## src/rtl/time_of_day_tracker.sv

```systemverilog
// rtl/time_of_day_tracker.sv - hour-of-day counter with programmable day/night window decode
// Counts hours from a tick strobe and flags day/night plus day-change, midnight and error events.
module time_of_day_tracker #(
  parameter int TICKS_PER_HOUR = 3600,
  parameter int HOUR_W         = 5,
  parameter int TICK_W         = 12,
  parameter int DAY_START_RST  = 6,
  parameter int DAY_END_RST    = 20
) (
  input  logic              clk,
  input  logic              rst_n,
  input  logic              tickIn,
  input  logic              loadEn,
  input  logic [HOUR_W-1:0] loadHour,
  input  logic              cfgEn,
  input  logic [HOUR_W-1:0] cfgDayStart,
  input  logic [HOUR_W-1:0] cfgDayEnd,
  output logic [HOUR_W-1:0] hourOut,
  output logic              isDayOut,
  output logic              dayChangeOut,
  output logic              midnightOut,
  output logic              errOut
);

  localparam logic [HOUR_W-1:0] MAX_HOUR  = HOUR_W'(23);
  localparam logic [TICK_W-1:0] LAST_TICK = TICK_W'(TICKS_PER_HOUR - 1);

  logic [HOUR_W-1:0] r_hour;
  logic [TICK_W-1:0] r_sub;
  logic [HOUR_W-1:0] r_day_start;
  logic [HOUR_W-1:0] r_day_end;
  logic              r_is_day;
  logic              r_day_change;
  logic              r_midnight;
  logic              r_err;

  logic              w_load_ok;
  logic              w_load_bad;
  logic              w_cfg_ok;
  logic              w_cfg_bad;
  logic              w_count;
  logic              w_hour_done;
  logic              w_midnight;
  logic              w_day_dec;
  logic [HOUR_W-1:0] w_hour_nxt;
  logic [TICK_W-1:0] w_sub_nxt;

  assign w_load_ok   = loadEn && (loadHour <= MAX_HOUR);
  assign w_load_bad  = loadEn && (loadHour > MAX_HOUR);
  assign w_cfg_ok    = cfgEn && (cfgDayStart <= MAX_HOUR) && (cfgDayEnd <= MAX_HOUR);
  assign w_cfg_bad   = cfgEn && !w_cfg_ok;
  // A rejected load leaves the tick path untouched, so only a valid load swallows the tick.
  assign w_count     = tickIn && !w_load_ok;
  assign w_hour_done = w_count && (r_sub == LAST_TICK);
  assign w_midnight  = w_hour_done && (r_hour == MAX_HOUR);

  always_comb begin
    w_hour_nxt = r_hour;
    w_sub_nxt  = r_sub;
    if (w_load_ok) begin
      w_hour_nxt = loadHour;
      w_sub_nxt  = '0;
    end else if (w_count) begin
      if (w_hour_done) begin
        w_sub_nxt  = '0;
        w_hour_nxt = (r_hour == MAX_HOUR) ? '0 : r_hour + HOUR_W'(1);
      end else begin
        w_sub_nxt  = r_sub + TICK_W'(1);
      end
    end
  end

  always_comb begin
    w_day_dec = 1'b0;
    if (r_day_start < r_day_end) begin
      w_day_dec = (r_hour >= r_day_start) && (r_hour < r_day_end);
    end else if (r_day_start > r_day_end) begin
      w_day_dec = (r_hour >= r_day_start) || (r_hour < r_day_end);
    end
  end

  always_ff @(posedge clk) begin
    if (!rst_n) begin
      r_hour       <= '0;
      r_sub        <= '0;
      r_day_start  <= HOUR_W'(DAY_START_RST);
      r_day_end    <= HOUR_W'(DAY_END_RST);
      r_is_day     <= 1'b0;
      r_day_change <= 1'b0;
      r_midnight   <= 1'b0;
      r_err        <= 1'b0;
    end else begin
      r_hour       <= w_hour_nxt;
      r_sub        <= w_sub_nxt;
      if (w_cfg_ok) begin
        r_day_start <= cfgDayStart;
        r_day_end   <= cfgDayEnd;
      end
      r_is_day     <= w_day_dec;
      r_day_change <= (w_day_dec != r_is_day);
      r_midnight   <= w_midnight;
      r_err        <= w_load_bad || w_cfg_bad;
    end
  end

  assign hourOut      = r_hour;
  assign isDayOut     = r_is_day;
  assign dayChangeOut = r_day_change;
  assign midnightOut  = r_midnight;
  assign errOut       = r_err;

endmodule

```

## config.mk

```make
export PLATFORM = sky130hd
export DESIGN_NAME = time_of_day_tracker
export DESIGN_NICKNAME = d
export VERILOG_FILES = /design/src/rtl/time_of_day_tracker.sv
export SDC_FILE = /design/constraint.sdc
export NUM_CORES = 1
export LEC_CHECK = 0
export CAP_MARGIN = 5
export CORE_MARGIN = 2
export CORE_UTILIZATION = 56
export CTS_CLUSTER_SIZE = 40
export DETAILED_ROUTE_END_ITERATION = 10
export PLACE_DENSITY = 0.94
export SYNTH_ARGS = -nofsm -noshare
export SYNTH_HDL_FRONTEND = slang
export SYNTH_SLANG_ARGS = --single-unit
```

## constraint.sdc

```tcl
create_clock -name clk -period 6.5 [get_ports clk]
set_clock_uncertainty 0.2 [all_clocks]
set_input_delay 0.975 -clock clk [delete_from_list [all_inputs] [get_ports clk]]
set_output_delay 0.975 -clock clk [all_outputs]
set_load 0.02 [all_outputs]
```

==> impl_metrics.yaml, run 1 <==
run_status:
  status: "complete, but fails checks"
  violations: "DRC"
setup_path:
  rrSetupSlack_ns: 4.27
  cp.depth: 6
  worst_r2r_path_depth: 8
  cpMostUsedCell: "or3_1"
  r2r_end: "dayChangeOut"
  endpoint_kind: "flop"
  required_ns: 6.58
  cp_top_family: "simple AND/OR/NAND/NOR gates"
  setup.worst_path.start: "loadEn"
  cp-start-kind: "input pin"
  crit_end: "hourOut[0]"
  r2r_start: "r_day_end[3]"
  crit_chain: "clkdlybuf4s50_1, a21bo_2, nand4_1, or3_1, or3_1, a31oi_1"
  worstPathArrival_ns: 3.06
  cp_num_buf_inv: 1
  crit_path_top_delay_cell: "or3_1"
  critical_path.max_stage_delay_ns: 0.53
  path_max_fanout: 14
  critPathKind: "input pin to flop"
global_routing:
  grt_max_degree: 23
  antenna_found_initial: 0
  grt_pass1_vias: 1370
  grt-ovfl-total: 0
  grt.total_usage: 0.229
  grt_pass1_wl_um: 5860
detailed_routing:
  postRouteAntennaNets: 0
  viasPerCell: 5.77
  num_vias: 1482
  drt-total-wl_um: 3550
  wire_per_inst_um: 13.8
  dr.pass1.iters: 7
  drcViolationCount: 3
  drt_first_iter_violations: 73
worst_hold_path:
  hold_path.class: "flop to flop"
floorplan:
  start_util: 0.595
  rows: 19
  die_w_um: 58.6
  io_pins: 29
  core-area_sq_mm: 0.00281
  fp.dieArea_sq_mm: 0.00344
  die_h_um: 58.6
synthesis:
  synthAdderAreaFrac: 0.120
  synth-seq-cells: 31
  synth_compound_area_frac: 0.175
  synth_area_sq_mm: 0.00167
  synthTopCellsByArea: "dfxtp_1 (37%), ha_1 (12%), nand2_1 (6.5%)"
  syn-num-nets: 231
  synth_cell_types: 38
  ys_warn_count: 0
  synth.mux.area_fraction: 0.0127
  synth_xor_xnor_area_share: 0.0524
  synth_top_cell_area_share: 0.372
  synth_top_family_by_area: "simple AND/OR/NAND/NOR gates"
  synth-simple-area-share: 0.225
  syn_inst: 195
  avgSynthCellArea_sq_um: 8.57
  yosysTopAreaCell: "dfxtp_1"
  ys_seq_area_frac: 0.372
finish:
  regArea_sq_um: 621
  drive_above_1_share: 0.0575
  antenna_cells: 0
  nets: 261
  final_area_sq_mm: 0.00202
  fill_cells: 214
  fin_cells: 257
  multi_input_area_sq_um: 978
  syn_to_final_growth_pct: 20.7
sta:
  timing.final.crit_share: 0.459
  slew_headroom: 0.447
  min_period_ns: 2.98
  rsz0062_at_grt: "false"
  hold_violations: 0
  tns_ns: 0
  hold_ws_ns: 0.268
  finalSetupViolations: 0
  drv_slew: 0
  worst_pin_slew_ns: 0.829
  clock.fmax_mhz: 335
power:
  ir_worst_vdd_mv: 0.122
  p_total_uw: 401
  p_leak_uw: 0.000858
  p_per_area_mw_per_mm2: 199
place:
  post-dp-hpwl_um: 2640
  place_area_sq_mm: 0.00196
  placedCellCount: 249
  portBuffers: 28
  gp_congestion: 0.867
clock_network:
  cts-htree-levels: 2
  cts_root_buf: "clkbuf_4"
  clock_sinks: 31
  cts_hold_buf: 0
  cts_setup_buffers: 0
  clk_latency_ns: 0.34
  cts.clk_slew.worst_paths_ns: 0.10
  cts_resized: 0
  clk_path_buf_depth: 2
  cts_tree: "yes"
  cts_inserted_buffers: 5
run:
  cap_violations: 0
-- placed cells by master, fill, tap and decap left out, types with 3 or more instances in the layout --
cell              n
a21oi_1           9
nand3_1          10
and3_1            5
xor2_1            7
and2_1            3
nand2_1          29
a31oi_1           4
clkbuf_4          5
xnor2_1           3
nor2_1           13
a21boi_0          4
inv_1            12
nor3b_1           3
ha_1             16
or3_1             3
clkdlybuf4s50_1  28
o21ai_0           6
dfxtp_1          31
o211ai_1          5
a21o_1            4
nand2b_1          3
clkinv_2          3
-- sequential cells by signal, summed over array words and instances (netlist names) --
register	cells
midnightOut	1
dayChangeOut	1
errOut	1
r_sub	12
isDayOut	1
r_day_end	5
hourOut	5
r_day_start	5
-- metrics by stage --
stage	utilization	setup slack, ns
6_report	0.719	3.52
5_1_grt	0.719	3.43
4_1_cts	0.719	3.56
3_5_place_dp	0.700	3.19
3_3_place_gp	0.700	3.24
2_1_floorplan	-	3.91
-- area by class of cell --
cell class / count / share of cell area
Clock buffer: 5 / 0.0186
Clock inverter: 3 / 0.00745
Inverter: 12 / 0.0223
Multi-Input combinational cell: 147 / 0.485
Sequential cell: 31 / 0.308
Tap cell: 31 / 0.0192
Timing Repair Buffer: 28 / 0.139
-- synthesized netlist by cell type --
master     number
dfxtp_1        31
nand2_1        29
ha_1           16
nor2_1         13
inv_1          12
nand3_1        10
a21oi_1         9
xor2_1          7
o21ai_0         6
and3_1          5
o211ai_1        5
a21boi_0        4
a21o_1          4
a31oi_1         4
clkbuf_1        4
and2_1          3
nand2b_1        3
nor3b_1         3
or3_1           3
xnor2_1         3
nand4_1         2
nor2b_1         2
o221a_2         2
a211o_1         1
a211oi_1        1
a21bo_2         1
a221o_1         1
a222oi_1        1
a2bb2oi_1       1
and4_1          1
buf_6           1
mux2_2          1
mux2i_1         1
nand4b_1        1
nor3_1          1
o211a_1         1
o21a_1          1
or4_4           1
-- routing by layer --
metal  wire length, um  GRT usage  vias to the layer above
met5                 0          0                        -
met4                74      0.123                        0
met3               211     0.0901                       10
met2              1650      0.371                       33
met1              1610      0.258                      691
li1                  -          -                      748
-- tightest hold or removal path, cell delays in order (launching register included) --
cell and delay (ns):
dfxtp_1 0.33, nand2_1 0.05, mux2i_1 0.05
-- how the worst min path moves through the flow --
| stage | depth (start not counted) | start | end | slack (ns) |
|---|---|---|---|---|
| 6_report | 2 | isDayOut | dayChangeOut | 0.27 |
| 5_1_grt | 2 | isDayOut | dayChangeOut | 0.30 |
| 4_1_cts | 2 | isDayOut | dayChangeOut | 0.27 |
| 3_5_place_dp | 2 | isDayOut | dayChangeOut | 0.27 |
| 3_3_place_gp | 2 | r_day_end[1] | r_day_end[1] | 0.26 |
| 2_1_floorplan | 2 | r_day_end[1] | r_day_end[1] | 0.24 |
-- cells by family (layout without fill, tap and decap cells) --
| group | after synthesis | after routing |
|---|---|---|
| mux | 2 | 2 |
| simple gates | 77 | 77 |
| compound gates | 42 | 42 |
| buf+inv | 17 | 48 |
| xor+xnor | 10 | 10 |
| fa+ha+maj | 16 | 16 |
| flops | 31 | 31 |
-- power by group --
group	total (uW)	switching, uW	internal, uW
registers	208	8.05	199
clock network	111	70.4	40.2
logic	82.4	40.2	42.2
total	401	119	282
No activity file was read; power rests on OpenSTA's default activity.
==> inputs of run 2 (changes only) <==
--- a/config.mk
+++ b/config.mk
@@ -7,10 +7,10 @@
 export LEC_CHECK = 0
 export CAP_MARGIN = 5
 export CORE_MARGIN = 2
-export CORE_UTILIZATION = 56
+export CORE_UTILIZATION = 52
 export CTS_CLUSTER_SIZE = 40
 export DETAILED_ROUTE_END_ITERATION = 10
-export PLACE_DENSITY = 0.94
+export PLACE_DENSITY = 0.89
 export SYNTH_ARGS = -nofsm -noshare
 export SYNTH_HDL_FRONTEND = slang
 export SYNTH_SLANG_ARGS = --single-unit
==> constraint.sdc (replaced) <==
create_clock -name clk -period 3.05 [get_ports clk]
set_clock_uncertainty 0.2 [all_clocks]
set_input_delay 0.4575 -clock clk [delete_from_list [all_inputs] [get_ports clk]]
set_output_delay 0.4575 -clock clk [all_outputs]
set_load 0.02 [all_outputs]
==> impl_metrics.yaml, run 2 (synthesis results as in run 1) <==
sta:
  drv_slew: 0
  min_period_ns: 2.47
  clock.fmax_mhz: 405
  timing.final.crit_share: 0.809
  slew_headroom: 0.773
  fin_ws_ns: 0.582
  tns_ns: 0
  hold_violations: 0
  rsz0062_at_grt: "false"
  finalSetupViolations: 0
  worst_pin_slew_ns: 0.340
setup_path:
  crit_path_top_delay_cell: "or3_1"
  cp-start-kind: "input pin"
  crit_chain: "clkdlybuf4s50_1, a21bo_2, nand4_1, or3_1, or3_1, a31oi_1"
  critical_path.max_stage_delay_ns: 0.54
  critPathKind: "input pin to flop"
  cp_top_family: "simple AND/OR/NAND/NOR gates"
  required_ns: 3.12
  worstPathArrival_ns: 2.54
  endpoint_kind: "flop"
  cpMostUsedCell: "or3_1"
  cp_num_buf_inv: 1
  path_max_fanout: 14
clock_network:
  cts_setup_buffers: 0
  cts_root_buf: "clkbuf_4"
  clk_path_buf_depth: 2
  cts_tree: "yes"
  clk_latency_ns: 0.34
  cts_resized: 0
  cts_inserted_buffers: 5
  cts-htree-levels: 2
  cts.clk_slew.worst_paths_ns: 0.10
  clock_sinks: 31
  cts_hold_buf: 0
finish:
  multi_input_area_sq_um: 978
  utilization: 0.670
  final_common_cell: "dfxtp_1"
  nets: 263
  final_cell_mix: "dfxtp_1 (31), nand2_1 (29), clkdlybuf4s50_1 (28), ha_1 (16), nor2_1 (13)"
  largest_reg_flops: 12
  syn_to_final_growth_pct: 22.4
  antenna_cells: 0
  regArea_sq_um: 621
  fin_cells: 272
  regMostFlops: "r_sub"
  drive_above_1_share: 0.0570
  fill_cells: 278
power:
  p_per_area_mw_per_mm2: 417
  p_total_uw: 852
  p_leak_uw: 0.000863
  ir_worst_vdd_mv: 0.237
global_routing:
  grt_pass1_wl_um: 6320
  grt.total_usage: 0.233
  grt-ovfl-total: 0
  antenna_found_initial: 0
  grt_max_degree: 22
  grt_pass1_vias: 1405
place:
  gp_congestion: 0.909
  portBuffers: 28
  post-dp-hpwl_um: 2670
  placedCellCount: 264
  dp_slack_ns: 0.229
floorplan:
  start_util: 0.547
  core-area_sq_mm: 0.00305
  die_w_um: 60.7
  rows: 20
  die_h_um: 60.7
  io_pins: 29
  fp.dieArea_sq_mm: 0.00368
run:
  cap_violations: 0
detailed_routing:
  postRouteAntennaNets: 0
  wire_per_inst_um: 13.1
  dr.pass1.iters: 4
  viasPerCell: 5.40
  drcViolationCount: 0
  num_vias: 1469
  drt_first_iter_violations: 71
  drt-total-wl_um: 3570
worst_hold_path:
  hold_path.class: "flop to flop"
run_status:
  status: "complete, no violations"
==> run 2: final cells by class <==
type | count | share of cell area
clock buffer | 7 | 0.0220
clock inverter | 1 | 0.00245
inverter | 12 | 0.0220
multi-input combinational | 147 | 0.479
sequential | 31 | 0.304
tap | 44 | 0.0269
timing repair buffer | 30 | 0.144
==> run 2: worst min-delay path, cell delays in order, from the launching register on <==
cell	delay, ns
dfxtp_1	0.32
nand2_1	0.05
a21boi_0	0.06
==> run 2: worst paths after layout <==
check	depth (start not counted)	slack (ns)	start	endpoint
max	6	0.58	loadEn	hourOut[0]
min	2	0.27	r_day_end[1]	r_day_end[1]
max reg2reg	8	0.80	r_day_end[1]	dayChangeOut
min reg2reg	2	0.27	r_day_end[1]	r_day_end[1]
==> run 2: stage by stage <==
stage                     instance area, sq um  hold WS, ns
final                                     2040        0.270
after global routing                      2040        0.308
after CTS                                 2040        0.269
after detailed placement                  1990        0.256
after global placement                    1990        0.251
after floorplan                           1670        0.243
==> run 2: power breakdown <==
| part | total (uW) | switching (uW) | internal (uW) |
|---|---|---|---|
| Sequential | 443 | 17.9 | 425 |
| Combinational | 175 | 84.5 | 91.0 |
| Clock | 234 | 144 | 89.7 |
==> run 2: per-layer routing <==
metal	global-route usage	share of wire	up-vias
met1	0.295	0.46	670
met4	0.121	0.022	0
li1	-	-	754
met2	0.376	0.47	38
met5	0	0	-
met3	0.0448	0.043	7
==> inputs of run 3 (changes only) <==
--- a/config.mk
+++ b/config.mk
@@ -7,10 +7,10 @@
 export LEC_CHECK = 0
 export CAP_MARGIN = 5
 export CORE_MARGIN = 2
-export CORE_UTILIZATION = 52
+export CORE_UTILIZATION = 47
 export CTS_CLUSTER_SIZE = 40
 export DETAILED_ROUTE_END_ITERATION = 10
-export PLACE_DENSITY = 0.89
+export PLACE_DENSITY = 0.85
 export SYNTH_ARGS = -nofsm -noshare
 export SYNTH_HDL_FRONTEND = slang
 export SYNTH_SLANG_ARGS = --single-unit
==> constraint.sdc (replaced) <==
create_clock -name clk -period 2.2 [get_ports clk]
set_clock_uncertainty 0.2 [all_clocks]
set_input_delay 0.33 -clock clk [delete_from_list [all_inputs] [get_ports clk]]
set_output_delay 0.33 -clock clk [all_outputs]
set_load 0.02 [all_outputs]
==> impl_metrics.yaml, run 3 (synthesis results as in run 1) <==
run_status:
  status: "complete, no violations"
global_routing:
  grt_busiest_layer: "met2"
  grt.total_usage: 0.193
  grt_util_met1: 0.225
  grt_pass1_vias: 1442
  grt_use_met2: 0.330
  met3_usage: 0.0571
  grt_pass1_wl_um: 6200
  antenna_found_initial: 0
  grt-ovfl-total: 0
  grt_max_degree: 14
power:
  ir_worst_vdd_mv: 0.390
  p_per_area_mw_per_mm2: 571
  intPower_uw: 922
  combPwrFrac: 0.214
  p_total_uw: 1260
  swShare: 0.271
  p_leak_uw: 0.000954
  p_seq_frac: 0.484
  clkPwrFrac: 0.302
  p_switching_uw: 343
detailed_routing:
  drt-total-wl_um: 3750
  num_vias: 1527
  viasPerCell: 5.27
  wire_per_inst_um: 12.9
  drcViolationCount: 0
  drt_first_iter_violations: 58
  postRouteAntennaNets: 0
  dr.pass1.iters: 4
setup_path:
  setup.worst_path.start: "r_sub[5]"
  r2r_end: "hourOut[0]"
  r2r_start: "r_sub[5]"
  worstPathArrival_ns: 2.22
  worst_r2r_path_depth: 4
  endpoint_kind: "flop"
  path_max_fanout: 6
  rrSetupSlack_ns: 0.05
  cp-start-kind: "flop"
  critPathKind: "flop to flop"
  required_ns: 2.27
floorplan:
  die_w_um: 63.6
  io_pins: 29
  start_util: 0.497
  rows: 21
  core-area_sq_mm: 0.00336
  fp.dieArea_sq_mm: 0.00405
  die_h_um: 63.6
sta:
  drv_slew: 0
  hold_violations: 0
  clock.fmax_mhz: 465
  finalSetupViolations: 0
  timing.final.crit_share: 0.977
  fin_ws_ns: 0.0502
  tns_ns: 0
  slew_headroom: 0.814
  min_period_ns: 2.15
  hold_ws_ns: 0.269
  worst_pin_slew_ns: 0.276
run:
  cap_violations: 0
finish:
  antenna_cells: 0
  syn_to_final_growth_pct: 32.6
  largest_reg_flops: 12
  drive_above_1_share: 0.148
  regMostFlops: "r_sub"
  fill_cells: 311
  nets: 279
  final_cell_mix: "nand2_1 (29), dfxtp_1 (29), clkdlybuf4s50_1 (28), buf_4 (18), ha_1 (15)"
clock_network:
  cts-htree-levels: 2
  cts_setup_buffers: 0
  clock_sinks: 31
  cts.clk_slew.worst_paths_ns: 0.09
  clk_latency_ns: 0.34
  clk_path_buf_depth: 2
  cts_inserted_buffers: 5
  cts_tree: "yes"
  cts_root_buf: "clkbuf_4"
place:
  dp_slack_ns: -0.208
  post-dp-hpwl_um: 2880
  gp_congestion: 0.949
  portBuffers: 28
worst_hold_path:
  whs_endpoint: "r_day_end[3]"
  hold_depth: 2
  hold_path.class: "flop to flop"
  hold_start: "r_day_end[3]"
[run 3: power by group through the flow]
stage                     Combinational [uW]  Sequential (uW)  Clock (uW)
final                                    271              612         381
after global routing                     298              616         420
after CTS                                264              611         393
after detailed placement                 260              624           0
after global placement                   252              623           0
after floorplan                          126              639           0
[run 3: per-layer routing]
| metal | vias to the layer above | share of wire |
|---|---|---|
| met5 | - | 0 |
| met4 | 0 | 0.022 |
| met3 | 7 | 0.048 |
| met2 | 35 | 0.48 |
| met1 | 702 | 0.45 |
| li1 | 783 | - |
[run 3: stage by stage]
stage | instances | util | area (sq um)
after floorplan | 195 | - | 1670
after global placement | 282 | 0.629 | 2120
after detailed placement | 282 | 0.629 | 2120
after CTS | 290 | 0.651 | 2190
after global routing | 290 | 0.658 | 2210
final | 290 | 0.658 | 2210
[run 3: area by class of cell]
class | count | area, sq um | share of cell area
tap | 46 | 57.6 | 0.0260
sequential | 31 | 623 | 0.281
inverter | 12 | 45.0 | 0.0203
timing repair buffer | 46 | 415 | 0.188
multi-input combinational | 147 | 1000 | 0.454
clock buffer | 8 | 68.8 | 0.0311
[run 3: worst max path at each step]
stage / cells past startpoint / end / slack (ns)
2_1_floorplan: 5 / hourOut[0] / 0.13
3_3_place_gp: 6 / hourOut[0] / -0.16
3_5_place_dp: 6 / hourOut[0] / -0.21
4_1_cts: 8 / dayChangeOut / 0.02
5_1_grt: 8 / dayChangeOut / -0.02
6_report: 4 / hourOut[0] / 0.05
[run 3: critical path, stage by stage (launching register included)]
cell	delay, ns
dfxtp_1	0.34
or4_4	0.54
or3_1	0.46
or3_1	0.38
a31oi_1	0.16
[run 3: timing repair]
action / in CTS / in global routing
pin swaps: 0 / 2
hold buffers: 0 / 0
hold endpoints to repair: 0 / 0
resized for setup: 1 / 5
setup endpoints to repair: 1 / 2
